==> config.mk <==
export PLATFORM = sky130hd
export DESIGN_NAME = dmem_access_ctrl_flat
export DESIGN_NICKNAME = d
export VERILOG_FILES = /design/src/rtl/dmem_access_ctrl_pkg.sv /design/src/rtl/dmem_access_ctrl_if.sv /design/src/rtl/dmem_access_ctrl_dump_seq.sv /design/src/rtl/dmem_access_ctrl.sv /design/src/flat_wrapper.sv
export SDC_FILE = /design/constraint.sdc
export NUM_CORES = 1
export LEC_CHECK = 0
export ABC_AREA = 0
export BUFFER_PORTS_ARGS = -buffer_cell sky130_fd_sc_hd__buf_2
export CORE_AREA = 2 2 97 99
export DETAILED_ROUTE_END_ITERATION = 10
export DIE_AREA = 0 0 99 101
export PLACE_DENSITY = 0.74
export SLEW_MARGIN = 20
export SYNTH_ARGS = -nofsm -noshare
export SYNTH_HDL_FRONTEND = slang
export SYNTH_SLANG_ARGS = --single-unit
==> constraint.sdc <==
create_clock -name i_clk -period 2.25 [get_ports i_clk]
set_input_delay 0.225 -clock i_clk [delete_from_list [all_inputs] [get_ports i_clk]]
set_output_delay 0.225 -clock i_clk [all_outputs]
set_load 0.05 [all_outputs]
==> src/rtl/dmem_access_ctrl_pkg.sv <==
// Shared constants for the data-memory access controller: default sizes and
// the dump sequencer state encoding.
package dmem_ctrl_pkg;

  localparam int DEF_LEN        = 32;
  localparam int DEF_DUMP_WORDS = 2048;
  localparam int DEF_NB_PTR     = 11;

  typedef enum logic [2:0] {
    ST_IDLE      = 3'd0,
    ST_WAIT_HALT = 3'd1,
    ST_ISSUE     = 3'd2,
    ST_CAPTURE   = 3'd3,
    ST_HOLD      = 3'd4,
    ST_DONE      = 3'd5
  } dump_state_t;

  // The sequencer owns the RAM port from the first read until the done cycle.
  function automatic logic seq_owns_ram(input dump_state_t s);
    return !((s == ST_IDLE) || (s == ST_WAIT_HALT));
  endfunction

endpackage

==> src/rtl/dmem_access_ctrl_if.sv <==
// Debug-side dump port: start request, status and the streamed word channel.
interface dmem_dump_if
  import dmem_ctrl_pkg::*;
#(
  parameter int LEN    = DEF_LEN,
  parameter int NB_PTR = DEF_NB_PTR
);

  logic              start;
  logic              busy;
  logic              done;
  logic [LEN-1:0]    checksum;
  // valid/ready: a word transfers on a rising edge where valid and ready are
  // both high; while valid is high and ready low, data and addr stay stable.
  logic              valid;
  logic              ready;
  logic [LEN-1:0]    data;
  logic [NB_PTR-1:0] addr;

  modport master (
    input  start, ready,
    output busy, done, checksum, valid, data, addr
  );

  modport slave (
    output start, ready,
    input  busy, done, checksum, valid, data, addr
  );

endinterface

==> src/rtl/dmem_access_ctrl_dump_seq.sv <==
// Dump sequencer: FSM, word pointer, stream output registers and the optional
// running checksum (enabled by DMEM_DUMP_CHECKSUM_EN).
module dmem_dump_seq
  import dmem_ctrl_pkg::*;
#(
  parameter int LEN        = DEF_LEN,
  parameter int DUMP_WORDS = DEF_DUMP_WORDS,
  parameter int NB_PTR     = DEF_NB_PTR
)(
  input  logic           clk,
  input  logic           rst,
  input  logic           pipe_halted,
  input  logic [LEN-1:0] ram_rdata,
  output logic           ram_req,
  output logic [LEN-1:0] ram_addr,
  output logic           owns_ram,
  output dump_state_t    state,
  dmem_dump_if.master    dump
);

  localparam logic [NB_PTR-1:0] LAST_PTR = NB_PTR'(DUMP_WORDS - 1);

  dump_state_t       state_q, state_d;
  logic [NB_PTR-1:0] ptr_q;
  logic [LEN-1:0]    data_q;
  logic [NB_PTR-1:0] addr_q;
  logic              valid_q;
  logic              accept;

  assign accept = (state_q == ST_HOLD) && valid_q && dump.ready;

  always_ff @(posedge clk) begin
    if (rst) state_q <= ST_IDLE;
    else     state_q <= state_d;
  end

  always_comb begin
    state_d = state_q;
    case (state_q)
      ST_IDLE:      if (dump.start) state_d = ST_WAIT_HALT;
      ST_WAIT_HALT: if (pipe_halted) state_d = ST_ISSUE;
      ST_ISSUE:     state_d = ST_CAPTURE;
      ST_CAPTURE:   state_d = ST_HOLD;
      ST_HOLD:      if (accept) state_d = (ptr_q == LAST_PTR) ? ST_DONE : ST_ISSUE;
      ST_DONE:      state_d = ST_IDLE;
      default:      state_d = ST_IDLE;
    endcase
  end

  // RAM data arrives in CAPTURE, one cycle after the read issued in ISSUE.
  always_ff @(posedge clk) begin
    if (rst) begin
      ptr_q   <= '0;
      data_q  <= '0;
      addr_q  <= '0;
      valid_q <= 1'b0;
    end else begin
      case (state_q)
        ST_CAPTURE: begin
          data_q  <= ram_rdata;
          addr_q  <= ptr_q;
          valid_q <= 1'b1;
        end
        ST_HOLD: begin
          if (accept) begin
            valid_q <= 1'b0;
            if (ptr_q != LAST_PTR) ptr_q <= ptr_q + NB_PTR'(1);
          end
        end
        ST_DONE: ptr_q <= '0;
        default: ;
      endcase
    end
  end

`ifdef DMEM_DUMP_CHECKSUM_EN
  logic [LEN-1:0] sum_q;

  always_ff @(posedge clk) begin
    if (rst)                                   sum_q <= '0;
    else if ((state_q == ST_IDLE) && dump.start) sum_q <= '0;
    else if (accept)                           sum_q <= sum_q + data_q;
  end

  assign dump.checksum = sum_q;
`else
  assign dump.checksum = '0;
`endif

  assign dump.busy  = (state_q != ST_IDLE);
  assign dump.done  = (state_q == ST_DONE);
  assign dump.valid = valid_q;
  assign dump.data  = data_q;
  assign dump.addr  = addr_q;

  assign ram_req  = (state_q == ST_ISSUE);
  assign ram_addr = LEN'(ptr_q);
  assign owns_ram = seq_owns_ram(state_q);
  assign state    = state_q;

endmodule

==> src/rtl/dmem_access_ctrl.sv <==
// Data-memory port arbiter between the MEM stage and the debug dump sequencer.
// Optional dump checksum: define DMEM_DUMP_CHECKSUM_EN.
module dmem_access_ctrl
  import dmem_ctrl_pkg::*;
#(
  parameter int LEN        = DEF_LEN,
  parameter int DUMP_WORDS = DEF_DUMP_WORDS,
  parameter int NB_PTR     = DEF_NB_PTR
)(
  input  logic           i_clk,
  input  logic           i_rst,
  input  logic [LEN-1:0] i_pipe_addr,
  input  logic [LEN-1:0] i_pipe_wdata,
  input  logic           i_pipe_en,
  input  logic           i_pipe_we,
  output logic           o_pipe_stall,
  input  logic           i_pipe_halted,
  dmem_dump_if.master    dump,
  output logic [LEN-1:0] o_ram_addr,
  output logic [LEN-1:0] o_ram_wdata,
  output logic           o_ram_en,
  output logic           o_ram_we,
  input  logic [LEN-1:0] i_ram_rdata,
  output logic [2:0]     o_dbg_state
);

  logic           seq_req;
  logic [LEN-1:0] seq_addr;
  logic           seq_owns;
  dump_state_t    seq_state;

  dmem_dump_seq #(
    .LEN        (LEN),
    .DUMP_WORDS (DUMP_WORDS),
    .NB_PTR     (NB_PTR)
  ) u_seq (
    .clk         (i_clk),
    .rst         (i_rst),
    .pipe_halted (i_pipe_halted),
    .ram_rdata   (i_ram_rdata),
    .ram_req     (seq_req),
    .ram_addr    (seq_addr),
    .owns_ram    (seq_owns),
    .state       (seq_state),
    .dump        (dump)
  );

  // While the sequencer owns the port, pipeline requests are refused, never forwarded.
  always_comb begin
    o_ram_addr   = i_pipe_addr;
    o_ram_wdata  = i_pipe_wdata;
    o_ram_en     = i_pipe_en;
    o_ram_we     = i_pipe_we;
    o_pipe_stall = 1'b0;
    if (seq_owns) begin
      o_ram_addr   = seq_addr;
      o_ram_wdata  = '0;
      o_ram_en     = seq_req;
      o_ram_we     = 1'b0;
      o_pipe_stall = i_pipe_en;
    end
  end

  assign o_dbg_state = seq_state;

endmodule

==> src/flat_wrapper.sv <==
// flat-port wrapper written by rule: the top's interface ports become plain ports
module dmem_access_ctrl_flat import dmem_ctrl_pkg::*;
#(
  parameter int LEN        = DEF_LEN,
  parameter int DUMP_WORDS = DEF_DUMP_WORDS,
  parameter int NB_PTR     = DEF_NB_PTR
)
  (i_clk, i_rst, i_pipe_addr, i_pipe_wdata, i_pipe_en, i_pipe_we, o_pipe_stall, i_pipe_halted, o_ram_addr, o_ram_wdata, o_ram_en, o_ram_we, i_ram_rdata, o_dbg_state, dump_start, dump_ready, dump_busy, dump_done, dump_checksum, dump_valid, dump_data, dump_addr);
  dmem_dump_if #(.LEN(LEN), .NB_PTR(NB_PTR)) dump_i ();
  input  logic i_clk;
  input  logic i_rst;
  input  logic [LEN-1:0] i_pipe_addr;
  input  logic [LEN-1:0] i_pipe_wdata;
  input  logic i_pipe_en;
  input  logic i_pipe_we;
  output logic o_pipe_stall;
  input  logic i_pipe_halted;
  output logic [LEN-1:0] o_ram_addr;
  output logic [LEN-1:0] o_ram_wdata;
  output logic o_ram_en;
  output logic o_ram_we;
  input  logic [LEN-1:0] i_ram_rdata;
  output logic [2:0] o_dbg_state;
  input wire logic [$bits(dump_i.start)-1:0] dump_start;
  input wire logic [$bits(dump_i.ready)-1:0] dump_ready;
  output wire logic [$bits(dump_i.busy)-1:0] dump_busy;
  output wire logic [$bits(dump_i.done)-1:0] dump_done;
  output wire logic [$bits(dump_i.checksum)-1:0] dump_checksum;
  output wire logic [$bits(dump_i.valid)-1:0] dump_valid;
  output wire logic [$bits(dump_i.data)-1:0] dump_data;
  output wire logic [$bits(dump_i.addr)-1:0] dump_addr;
  assign dump_i.start = dump_start;
  assign dump_i.ready = dump_ready;
  assign dump_busy = dump_i.busy;
  assign dump_done = dump_i.done;
  assign dump_checksum = dump_i.checksum;
  assign dump_valid = dump_i.valid;
  assign dump_data = dump_i.data;
  assign dump_addr = dump_i.addr;
  dmem_access_ctrl #(.LEN(LEN), .DUMP_WORDS(DUMP_WORDS), .NB_PTR(NB_PTR)) u_core (.i_clk(i_clk), .i_rst(i_rst), .i_pipe_addr(i_pipe_addr), .i_pipe_wdata(i_pipe_wdata), .i_pipe_en(i_pipe_en), .i_pipe_we(i_pipe_we), .o_pipe_stall(o_pipe_stall), .i_pipe_halted(i_pipe_halted), .dump(dump_i), .o_ram_addr(o_ram_addr), .o_ram_wdata(o_ram_wdata), .o_ram_en(o_ram_en), .o_ram_we(o_ram_we), .i_ram_rdata(i_ram_rdata), .o_dbg_state(o_dbg_state));
endmodule
==> results of run 1 <==
metrics by stage:
stage          hold slack, ps  worst slack, ps  cell area (um^2)  instances
6_report                  129              278              4300        715
5_1_grt                   108              135              4300        715
4_1_cts                   105              242              4300        715
3_5_place_dp              446              376              4110        701
3_3_place_gp              439              438              4110        701
2_1_floorplan             361             49.4              3140        424
cell type report:
class                           instances  area (um^2)
Fill cell                             902         4680
Multi-Input combinational cell        306         1650
Sequential cell                        58         1160
Timing Repair Buffer                  225         1160
Clock buffer                           11          151
Tap cell                              111          139
Clock inverter                          3         40.0
Inverter                                1         3.75
worst reg2reg max path, cell delays in order, from the launching register on:
cell	delay [ps]
sky130_fd_sc_hd__dfxtp_1	430
sky130_fd_sc_hd__and4bb_2	350
sky130_fd_sc_hd__nand2_1	290
sky130_fd_sc_hd__or4_1	600
sky130_fd_sc_hd__a21oi_1	160
routing by layer:
metal  GRT usage (%)  vias up  part of all wire, %
met2            33.4      148                   53
met5               0        -                    0
met1            20.7     1527                   37
met3            5.62       14                  8.0
li1                -     1656                    -
met4            5.48        0                  1.6
cells in the mapped netlist, types with 5 or more instances:
master | n | area (um^2)
sky130_fd_sc_hd__buf_2 | 5 | 25.0
sky130_fd_sc_hd__or4_1 | 5 | 37.5
sky130_fd_sc_hd__a21oi_1 | 55 | 275
sky130_fd_sc_hd__o31ai_1 | 5 | 37.5
sky130_fd_sc_hd__clkbuf_1 | 21 | 78.8
sky130_fd_sc_hd__nand2_1 | 94 | 353
sky130_fd_sc_hd__mux2_2 | 11 | 124
sky130_fd_sc_hd__nand3_1 | 5 | 25.0
sky130_fd_sc_hd__nor2_1 | 7 | 26.3
sky130_fd_sc_hd__buf_4 | 32 | 240
sky130_fd_sc_hd__and2_1 | 56 | 350
sky130_fd_sc_hd__dfxtp_1 | 58 | 1160
flip-flops by register name, summed over array words and instances, names as in the netlist:
register                 count
u_core.u_seq.dump.addr      11
u_core.u_seq.dump.data      32
u_core.u_seq.dump.valid      1
u_core.u_seq.ptr_q          11
u_core.u_seq.state           3
worst min path at each step:
stage / to / cells after the start / slack, ps / from
finish: u_core.u_seq.dump.data[28] / 3 / 130 / i_ram_rdata[28]
global placement: u_core.u_seq.dump.data[25] / 2 / 440 / u_core.u_seq.dump.data[25]
detailed placement: u_core.u_seq.dump.data[23] / 2 / 450 / u_core.u_seq.dump.data[23]
CTS: u_core.u_seq.dump.data[1] / 3 / 110 / i_ram_rdata[1]
global route: u_core.u_seq.dump.data[1] / 3 / 110 / i_ram_rdata[1]
floorplan: u_core.u_seq.dump.data[6] / 2 / 360 / i_ram_rdata[6]
cells by family (layout without fill, tap and decap cells):
group                      count (synthesis)  in the layout  share of synthesized area, %
AOI/OAI and AO/OA                         71             71                          13.0
adders and majority gates                  1              1                         0.413
buffers and inverters                     60            240                          11.6
DFF                                       58             58                          38.4
and+or+nand+nor                          190            190                          32.0
other                                      1             32                         0.124
muxes                                     12             12                          4.42
power groups by stage:
stage / sequential, W / combinational [W] / clock, W
2_1_floorplan: 0.00114 / 0.000865 / 0
3_3_place_gp: 0.00109 / 0.00115 / 0
3_5_place_dp: 0.00109 / 0.00115 / 0
4_1_cts: 0.00107 / 0.00116 / 0.000974
5_1_grt: 0.00107 / 0.00120 / 0.00104
6_report: 0.00107 / 0.00115 / 0.000940
==> results by stage, run 1 <==
Outcome:
- The flow ran to the end, and the final reports show no timing, DRC or antenna violations.

Global route:
- The first global-routing pass estimated 14.8 mm of wire.
- The global-route congestion overflow total is 0.
- Entering global routing, the biggest net connects 67 pins.
- The initial antenna violation count is 0.
- The combined global-route utilization of all metal layers is a little under a fifth.
- The number of global-route vias before repair came to 3106.

Critical path:
- The number of buffer and inverter stages on the critical path is 2.
- In this run the worst setup path terminates at o_ram_addr[6].
- Of all nets on the critical path, the largest fanout is 66.
- The slowest library cell on the worst path is sky130_fd_sc_hd__dfxtp_1.
- Data arrives at the worst endpoint at 1750 ps.
- The dominant delay contributor by cell family on the critical path is flip-flops.
- Traced cell by cell, the critical path runs through nor2_4 -> buf_12 -> mux2_2 -> buf_2.
- The count of cell instances traversed by the critical path is 4.
- The sort of element at the start of the critical path is a flop.
- The nature of the critical path endpoint is an output port.
- The endpoint identified for the worst register-to-register timing path is u_core.u_seq.ptr_q[5].
- For flop-to-flop paths, the worst setup slack is 350 ps.
- The origin of the worst setup path is u_core.u_seq.state[1].
- For the worst flop-to-flop path, the logic depth is 4.
- The largest single stage delay on the critical path is 430 ps.
- STA puts the critical path data required time at approximately 2000 ps.
- The category of the critical setup timing path is reg2out.
- The startpoint of the most critical register-to-register path is u_core.u_seq.state[1].

Final layout:
- After the last flow step, the layout net total stands at a little over 700.
- In the layout the commonest cells are 218 x sky130_fd_sc_hd__buf_2, 94 x sky130_fd_sc_hd__nand2_1, 58 x sky130_fd_sc_hd__dfxtp_1, 56 x sky130_fd_sc_hd__and2_1, 55 x sky130_fd_sc_hd__a21oi_1.
- For this run, the share of the core covered by cells in the final layout is 47.9%.
- The repair_antennas step left the layout with diodes totalling 0.
- The relative area change from synthesis to final layout is 42.0%.
- The library cell used most frequently in the layout, excluding fill and tap cells, is sky130_fd_sc_hd__buf_2.
- The fraction of layout cells with a size suffix above 1 is 42.9%.

Placed design:
- The number of buffers added on ports is 218.
- Detailed placement ended at an HPWL of 7.27 mm.
- The congestion estimate from routability-driven global placement came to around 0.84.

Die:
- The floorplan die height is 101 um.
- The core footprint is 0.00898 mm^2.
- The number of top-level pins is 251.
- The floorplan has 35 rows.
- The initial core utilization is about a third.
- The floorplan step set the die width to 99 um.
- The die covers between 0.009 and 0.01 mm^2.

Clock tree:
- TritonCTS built the clock tree.
- Clock tree synthesis found a total of between 50 and 60 sinks.
- The clock root buffer is sky130_fd_sc_hd__clkbuf_8.
- Post-CTS repair changed the size of 0 cells.
- The number of post-CTS setup repair buffers is 0.
- The count of H-tree levels built during CTS is 3.
- The quantity of hold-fixing buffers added after cts is 0.
- The clock buffer count from CTS is 9.
- Clock latency on the worst-skew pair, taken at its later pin, is 330 ps.
- Clock-pin slew was measured on the worst setup and hold paths at 60 ps.
- The buffer depth of the longest clock path is 2.

Route:
- The wire length per cell after detailed routing is 13.4 um.
- The ratio of routed vias to standard cells is 4.68.
- The DRC violation total after the first TritonRoute iteration is 155.
- The DRC violation count after routing is 0.
- The final wirelength is 9.59 mm.
- The pre-antenna-repair detailed-routing pass consisted of 4 iterations.
- The detail route stage leaves a number of antenna-violating nets equal to 0.
- Detailed routing inserted a total of ~3300 vias.

Timing:
- The maximum clock frequency is 507 MHz.
- Setup violations remaining at the end of the flow were counted as 0.
- On the final layout, the worst clock skew is 7.26 ps.
- The count of pins over their slew limit is 0.
- After layout, the worst path uses 87.6% of the clock period.
- The setup TNS is 0 ps.
- The transition time at the pin with the least slew margin is 843 ps.
- The count of endpoints failing hold in the final timing report is 0.
- The post-layout minimum cycle time is 1970 ps.
- The worst pin sits at a relative slew slack of about 44%.
- Setup repair after global routing left no endpoint under its margin.

Power:
- The total power per unit cell area is 734 mW/mm^2.
- The largest vdd supply drop is about 0.33 mV.
- The combinational share of power is a little over a third.
- The internal portion of the total power is 0.00188 W.
- The switching power is 0.00128 W.
- The fraction of power spent switching nets is 40.5%.
- Overall power consumption after layout is estimated at 0.00315 W.
- The fraction of power consumed by the clock network is between 20 and 30%.
- In this run the static leakage power is 2.06 nW.
- The power share of the sequential group is 33.8%.

Synthesis:
- The cell area after technology mapping is approximately 0.0030 mm^2.
- The synthesis warning total is 0.
- The synthesized area per cell is 7.70 um^2.
- The synthesized netlist contains 43 unique library cells.
- For this run, the register share of the synthesized area comes to 38.4%.
- The most common flop cell mapped by yosys is sky130_fd_sc_hd__dfxtp_1.
- The post-synthesis cell count is 393.
- The number of flops mapped to enable cells by yosys is 0.
- In the synthesized netlist the async set-or-reset flop fraction comes to 0%.
- The number of flip-flops and latches in the synthesized netlist is 58.

Min path:
- The type of the most critical hold path is in2reg.

Job:
- The tool flagged a number of max-cap violations equal to 0.
Power figures use the tool's default switching activity.
==> run 2, diff against run 1 <==
--- a/config.mk
+++ b/config.mk
@@ -7,10 +7,10 @@
 export LEC_CHECK = 0
 export ABC_AREA = 0
 export BUFFER_PORTS_ARGS = -buffer_cell sky130_fd_sc_hd__buf_2
-export CORE_AREA = 2 2 97 99
+export CORE_AREA = 2 2 96 98
 export DETAILED_ROUTE_END_ITERATION = 10
-export DIE_AREA = 0 0 99 101
-export PLACE_DENSITY = 0.74
+export DIE_AREA = 0 0 98 100
+export PLACE_DENSITY = 0.78
 export SLEW_MARGIN = 20
 export SYNTH_ARGS = -nofsm -noshare
 export SYNTH_HDL_FRONTEND = slang
==> constraint.sdc (replaced) <==
create_clock -name i_clk -period 1.7 [get_ports i_clk]
set_input_delay 0.255 -clock i_clk [delete_from_list [all_inputs] [get_ports i_clk]]
set_output_delay 0.255 -clock i_clk [all_outputs]
set_load 0.05 [all_outputs]
==> run 2 against run 1 <==
The flow now finishes with violations (negative setup slack). Non-clock buffer count grew 32. Largest power group unchanged. Largest cell class is now non-clock buffers. Register-to-register slack lost 270 ps. Sequential share of layout area shrank 5.3 points. Highest routed layer unchanged. Design area grew 26%. Critical endpoint is now o_ram_addr[0]. Critical path depth is the same. Critical path type unchanged. Count of clock-buffer cells in the layout grew 3.
==> results by stage, run 2 (synthesis gave the netlist of run 1 again) <==
Outcome:
- The flow ran to the end, but the final reports show violations.
- The checks that failed: negative setup slack.

Min path:
- The instance count along the most critical hold path is 3 (unchanged).
- The type of the most critical hold path is in2reg.

Power:
- The switching power is 0.00187 W (+46%).
- The largest vdd supply drop was 0.466 mV (+41%).
- The leakage power total was 2.58 nW (+25%).
- The combinational share of power is 44.9% (+8.5 points).
- The total power per unit cell area is 903 mW/mm^2 (+23%).
- The fraction of power consumed by the clock network was 26.3% (-3.5 points).
- The fraction of power spent switching nets is 38.3% (-2.2 points).
- The power share of the sequential group is 28.7% (-5.1 points).
- The design internal power is 0.00301 W (+60%).

Critical path:
- The number of cells traversed by the worst register-to-register path is 4 (unchanged).
- The highest cell delay on the worst timing path is 370 ps (-60 ps).
- The signal on the critical path passes through nor2_4 -> buf_12 -> mux2_2 -> buf_6.
- The data arrival at the endpoint of the critical path is 1560 ps (-190 ps).
- The worst setup path is launched from a flop.
- The top fanout value on the critical path is 12 (-82%).
- The worst endpoint required time is 1440 ps (-590 ps).
- The worst setup slack for register-to-register paths came to 80 ps (-270 ps).
- The slowest stage of the critical path is the sky130_fd_sc_hd__mux2_2 cell.
- The nature of the critical path endpoint is an output port.
- The category of the critical setup timing path is reg2out.
- The count of cell instances traversed by the critical path is 4 (unchanged).
- In this design, the largest share of critical-path delay is due to multiplexers.
- The number of buffer and inverter stages on the critical path is 2 (unchanged).

Placed design:
- The placement-stage worst setup slack is -11.7 ps (-388 ps).
- The number of buffers added on ports is 218 (unchanged).
- The HPWL after detailed placement is 8.19 mm (+13%).
- The post-placement cell count is 720 (+2.7%).
- The total cell area at the placement stage was 0.00432 mm^2 (+5.2%).
- The routability-driven placement congestion ratio came to 0.849 (+1.6%).

Clock tree:
- The count of H-tree levels built during CTS came to 3 (unchanged).
- TritonCTS built the clock tree.
- The clock insertion delay at the later pin of the skew report is 340 ps (about the same).
- The clock buffer count from CTS came to 9 (unchanged).
- The clock root buffer is sky130_fd_sc_hd__clkbuf_8.
- The clock slew at the register clock pins of the worst setup and hold paths is 60 ps (about the same).
- The number of clock sinks is 58 (unchanged).
- The quantity of hold-fixing buffers added after cts is 0 (unchanged).
- The buffer depth of the longest clock path is 2 (unchanged).

Route:
- The vias after detailed routing was 3645 (+9.0%).
- The final wirelength is 12.2 mm (+28%).
- The DRC violation count after routing is 0 (unchanged).
- The wire length per cell after detailed routing came to 16.3 um (+21%).
- The post-route antenna net violation count is 0 (unchanged).
- The total iterations of the first detailed-routing run came to 4 (unchanged).
- The DRC violation total after the first TritonRoute iteration was 95 (-39%).
- The ratio of routed vias to standard cells is 4.84 (+3.5%).

Final layout:
- The number of nets in the layout is 737 (+4.5%).
- The storage element area was 0.00118 mm^2 (+1.3%).
- The post-layout instance count excluding filler cells is 753 (+5.3%).
- The library cell used most frequently in the layout, excluding fill and tap cells, is sky130_fd_sc_hd__buf_2.
- The fraction of layout cells with a size suffix above 1 is 56.0% (+13 points).
- The number of flip-flops under the largest register name came to 32 (unchanged).
- The final cell area excluding filler cells is 0.00540 mm^2 (+26%).
- The core occupancy in the finished layout is 60.8% (+13 points).
- The number of fillers in the final layout is 768 (-15%).
- The footprint of the multi-input gates is 0.00180 mm^2 (+9.6%).
- Leaving out fill and tap cells, the most frequent cells in the layout are 150 x sky130_fd_sc_hd__buf_2, 92 x sky130_fd_sc_hd__nand2_1, 54 x sky130_fd_sc_hd__a21oi_1, 50 x sky130_fd_sc_hd__dfxtp_1, 43 x sky130_fd_sc_hd__buf_8.
- The relative area change from synthesis to final layout is 78.5%.

Global route:
- The pin count of the biggest net entering global routing was 33 (-51%).
- The first-pass GRT wire length is 17.3 mm (+17%).
- The initial antenna violation count was 4 (+4).
- The combined global-route utilization of all metal layers is 22.4% (+4.0 points).
- The number of global-route vias before repair is 3319 (+6.9%).
- The global-route congestion overflow total is 0 (unchanged).

Timing:
- The count of endpoints failing hold in the final timing report is 0 (unchanged).
- Timing would allow up to between 500 and 600 MHz.
- Of the available clock period, the critical path in the final layout requires 107%.
- The post-route worst setup slack came to -113 ps (-391 ps).
- The final clock skew is 7.63 ps (+0.365 ps).
- The post-layout minimum cycle time is 1810 ps.
- Setup repair after global routing could not meet its margin everywhere.
- The number of failing setup endpoints in the final timing report is 60 (+60).
- The count of pins over their slew limit came to 0 (unchanged).
- The worst hold slack is 149 ps (+20.6 ps).

Die:
- The full die area is 0.00980 mm^2 (-2.0%).
- The floorplan die height is 100 um (-0.99%).
- The horizontal extent of the die is 98 um (-1.0%).
- The number of top-level pins was 251 (unchanged).
- The initial core utilization is 34.0% (+0.33 points).
- The core footprint was 0.00889 mm^2 (-0.98%).
- The standard-cell row count is 35 (unchanged).

Job:
- The number of max-cap violations is 0 (unchanged).
## run 2: worst paths after layout
kind | startpoint | end
min reg2reg | u_core.u_seq.dump.addr[1] | u_core.u_seq.dump.addr[1]
min | i_ram_rdata[16] | u_core.u_seq.dump.data[16]
max | u_core.u_seq.state[2] | o_ram_addr[0]
max reg2reg | u_core.u_seq.ptr_q[2] | u_core.u_seq.state[0]
## run 2: layer usage
| metal | up-vias | GRT usage [%] | part of all wire, % |
|---|---|---|---|
| li1 | 1731 | - | - |
| met1 | 1728 | 23.2 | 35 |
| met2 | 159 | 41.1 | 54 |
| met3 | 27 | 6.27 | 7.1 |
| met4 | 0 | 11.9 | 4.1 |
| met5 | - | 0 | 0 |
## run 2: power by group through the flow
| stage | registers, W | logic, W | clock network, W |
|---|---|---|---|
| 2_1_floorplan | 0.00152 | 0.00119 | 0 |
| 4_1_cts | 0.00140 | 0.00193 | 0.00132 |
| 5_1_grt | 0.00140 | 0.00226 | 0.00138 |
| 6_report | 0.00140 | 0.00219 | 0.00128 |
| 3_3_place_gp | 0.00143 | 0.00158 | 0 |
| 3_5_place_dp | 0.00143 | 0.00159 | 0 |
## run 2: worst min-delay path, cell delays in order
cell	delay, ps
sky130_fd_sc_hd__buf_2	90
sky130_fd_sc_hd__nand2_1	40
sky130_fd_sc_hd__a21oi_1	50
## run 2: cell type report
cell class | count | area share, %
clock inverter | 2 | 0.648
inverter | 1 | 0.0695
tap | 111 | 2.57
antenna | 4 | 0.185
sequential | 58 | 21.8
multi-input combinational | 306 | 33.4
clock buffer | 14 | 3.01
timing repair buffer | 257 | 38.4
## run 2: per-stage QoR
step,TNS [ps],power (W)
6_report,-3670,0.00488
5_1_grt,-7360,0.00504
3_3_place_gp,0,0.00301
2_1_floorplan,-1280,0.00270
3_5_place_dp,-11.9,0.00302
4_1_cts,-5520,0.00465
## run 2: what timing repair did
item / in CTS / in global routing
setup endpoints to repair: 69 / 75
cloned: 2 / 3
gates resized for setup: 145 / 90
pin swaps: 1 / 21
buffers inserted: 4 / 4
==> run 3, diff against run 2 <==
--- a/config.mk
+++ b/config.mk
@@ -11,6 +11,7 @@
 export DETAILED_ROUTE_END_ITERATION = 10
 export DIE_AREA = 0 0 98 100
 export PLACE_DENSITY = 0.78
+export SKIP_LAST_GASP = 1
 export SLEW_MARGIN = 20
 export SYNTH_ARGS = -nofsm -noshare
 export SYNTH_HDL_FRONTEND = slang
==> run 3 against run 2 <==
The run still ends with negative setup slack left. Sequential power about the same. Hold slack got worse by 1.9 ps. Clock power about the same. Design area decreased by 2.9%.
==> results by stage, run 3 (synthesis gave the netlist of run 1 again) <==
Clock tree:
- The number of clock sinks is 58 (unchanged).
- The count of H-tree levels built during CTS is 3 (unchanged).
- The clock insertion delay at the later pin of the skew report is 340 ps (about the same).
- The buffer depth of the longest clock path is 2 (unchanged).
- The clock tree from TritonCTS is built.
- The quantity of hold-fixing buffers added after cts came to 0 (unchanged).
- The clock buffer count from CTS is 9 (unchanged).
- The clock slew at the register clock pins of the worst setup and hold paths was 60 ps (about the same).
- The clock root buffer is sky130_fd_sc_hd__clkbuf_8.

Die:
- The standard-cell row count is 35 (unchanged).
- The number of top-level pins came to 251 (unchanged).
- The floorplan die height is 100 um (unchanged).
- The full die area is 0.00980 mm^2 (unchanged).
- The initial core utilization is 34.0% (unchanged).
- The horizontal extent of the die is 98 um (unchanged).
- The core footprint is 0.00889 mm^2 (unchanged).

Critical path:
- The slowest library cell on the worst path is sky130_fd_sc_hd__dfxtp_4.
- The origin of the worst setup path is u_core.u_seq.state[2].
- Walking the worst path, the cells encountered are nor2_4 -> buf_12 -> mux2_2 -> buf_4.
- The number of buffer and inverter stages on the critical path was 2 (unchanged).
- The highest cell delay on the worst timing path is 360 ps (about the same).
- The worst endpoint required time is 1440 ps (about the same).
- The worst setup slack for register-to-register paths was 90 ps (about the same).
- On the critical path the largest part of the delay comes from flip-flops.
- The nature of the critical path endpoint is an output port.
- The worst setup path endpoint is o_ram_addr[4].
- The number of cells traversed by the worst register-to-register path is 4 (unchanged).
- The critical path is of the reg2out type.
- The data arrival at the endpoint of the critical path came to 1560 ps (about the same).
- The top fanout value on the critical path is 12 (unchanged).
- The startpoint of the most critical register-to-register path is u_core.u_seq.ptr_q[2].
- The count of cell instances traversed by the critical path came to 4 (unchanged).
- The sort of element at the start of the critical path is a flop.
- The endpoint identified for the worst register-to-register timing path is u_core.u_seq.state[0].

Outcome:
- The checks that failed: negative setup slack.
- The run finished, with violations left.

Route:
- The wire length per cell after detailed routing is 15.9 um (-2.1%).
- The total iterations of the first detailed-routing run is 4 (unchanged).
- The final wirelength is 11.9 mm (-2.8%).
- The DRC violation total after the first TritonRoute iteration is 94 (-1.1%).
- The post-route antenna net violation count is 0 (unchanged).
- The vias after detailed routing is 3618 (-0.74%).
- The ratio of routed vias to standard cells was 4.84 (about the same).
- The DRC violation count after routing is 0 (unchanged).

Final layout:
- The relative area change from synthesis to final layout is 73.3%.
- The post-layout instance count excluding filler cells is 748 (-0.66%).
- In the layout the commonest cells are 150 x sky130_fd_sc_hd__buf_2, 92 x sky130_fd_sc_hd__nand2_1, 54 x sky130_fd_sc_hd__a21oi_1, 50 x sky130_fd_sc_hd__dfxtp_1, 40 x sky130_fd_sc_hd__buf_4.
- The fraction of layout cells with a size suffix above 1 is 55.8% (-0.14 points).
- The final cell area excluding filler cells is 0.00525 mm^2 (-2.9%).
- The library cell used most frequently in the layout, excluding fill and tap cells, is sky130_fd_sc_hd__buf_2.
- The number of nets in the layout came to 735 (-0.27%).
- The number of flip-flops under the largest register name is 32 (unchanged).

Power:
- The leakage power total was 2.50 nW (-3.1%).
- The largest vdd supply drop was 0.467 mV (+0.15%).
- The total power per unit cell area is 907 mW/mm^2 (+0.52%).

Timing:
- The fraction of the cycle the final worst path needs was 107% (about the same).
- The maximum clock frequency is 552 MHz (about the same).
- Setup repair after global routing could not meet its margin everywhere.
- The post-layout minimum cycle time is 1810 ps (-0.0710 ps).
- The post-route worst setup slack came to -113 ps (+0.0710 ps).
- The count of pins over their slew limit is 0 (unchanged).
- The count of endpoints failing hold in the final timing report is 0 (unchanged).
- The number of failing setup endpoints in the final timing report was 51 (-15%).
- The final clock skew is 8.10 ps (+0.471 ps).

Placed design:
- The post-placement cell count came to 720 (unchanged).
- The number of buffers added on ports came to 218 (unchanged).
- The routability-driven placement congestion ratio is 0.849 (unchanged).
- The HPWL after detailed placement was 8.19 mm (unchanged).
- The total cell area at the placement stage came to 0.00432 mm^2 (unchanged).

Global route:
- The first-pass GRT wire length is 16.6 mm (-4.0%).
- The number of global-route vias before repair is 3266 (-1.6%).
- The pin count of the biggest net entering global routing was 33 (unchanged).
- The global-route congestion overflow total is 0 (unchanged).
- The initial antenna violation count came to 1 (-3).
- The combined global-route utilization of all metal layers is 21.4% (-1.0 points).

Min path:
- The worst hold path belongs to the class in2reg.

Job:
- The number of max-cap violations is 0 (unchanged).
## run 3: cell types whose count changed in the layout (fill, tap and decap cells not counted)
cell	previous run	this run
sky130_fd_sc_hd__and2_2	16	29
sky130_fd_sc_hd__and2_4	37	24
sky130_fd_sc_hd__buf_8	43	30
sky130_fd_sc_hd__buf_4	30	40
sky130_fd_sc_hd__diode_2	4	1
sky130_fd_sc_hd__buf_6	29	31
sky130_fd_sc_hd__mux2_2	9	11
sky130_fd_sc_hd__mux2_4	2	0
sky130_fd_sc_hd__buf_16	2	1
## run 3: worst min-delay path, delay by kind of cell
family | cells | cell delay, ps
AO/OA/AOI/OAI | 1 | 50
AND/OR/NAND/NOR | 1 | 40
buffers and inverters | 1 | 90
## run 3: area by class of cell
cell class                      instances  area (um^2)
Inverter                                1         3.75
Fill cell                             789         3640
Multi-Input combinational cell        306         1780
Antenna cell                            1         2.50
Sequential cell                        58         1180
Tap cell                              111          139
Clock inverter                          2         35.0
Clock buffer                           14          163
Timing Repair Buffer                  255         1950
## run 3: timing repair
item,in CTS,in global routing
pin swaps,1,21
gates cloned,2,3
buffers inserted,4,3
resized for setup,96,110
setup endpoints to repair,69,75
## run 3: metal layers
metal | vias up | part of all wire (%) | wire length [um] | global-route usage (%)
met5 | - | 0 | 0 | 0
met4 | 0 | 3.2 | 379 | 8.33
met3 | 23 | 7.0 | 833 | 6.20
met2 | 158 | 54 | 6390 | 40.3
met1 | 1715 | 36 | 4300 | 22.4
li1 | 1722 | - | - | -
## run 3: through the flow
stage	power [W]	hold slack [ps]	utilization [%]	setup WS [ps]	setup TNS, ps
after floorplan	0.00270	391	-	-31.9	-1280
after global placement	0.00301	439	48.6	49.6	0
after detailed placement	0.00302	445	48.6	-11.7	-11.9
after CTS	0.00456	134	54.9	-146	-7050
after global routing	0.00492	143	59.0	-179	-7950
final	0.00476	147	59.0	-113	-4110
## run 3: worst min path at each step
stage,startpoint,cells past startpoint,to
after detailed placement,u_core.u_seq.dump.addr[1],2,u_core.u_seq.dump.addr[1]
after CTS,i_ram_rdata[16],3,u_core.u_seq.dump.data[16]
after global placement,u_core.u_seq.dump.data[21],2,u_core.u_seq.dump.data[21]
after floorplan,i_ram_rdata[6],2,u_core.u_seq.dump.data[6]
after global routing,i_ram_rdata[22],3,u_core.u_seq.dump.data[22]
final,i_ram_rdata[16],3,u_core.u_seq.dump.data[16]
## run 3: power breakdown
group | total, W | switching [W] | internal (W)
Combinational | 0.00208 | 0.00129 | 0.000781
Clock | 0.00128 | 0.000527 | 0.000757
Sequential | 0.00140 | 0.0000163 | 0.00138
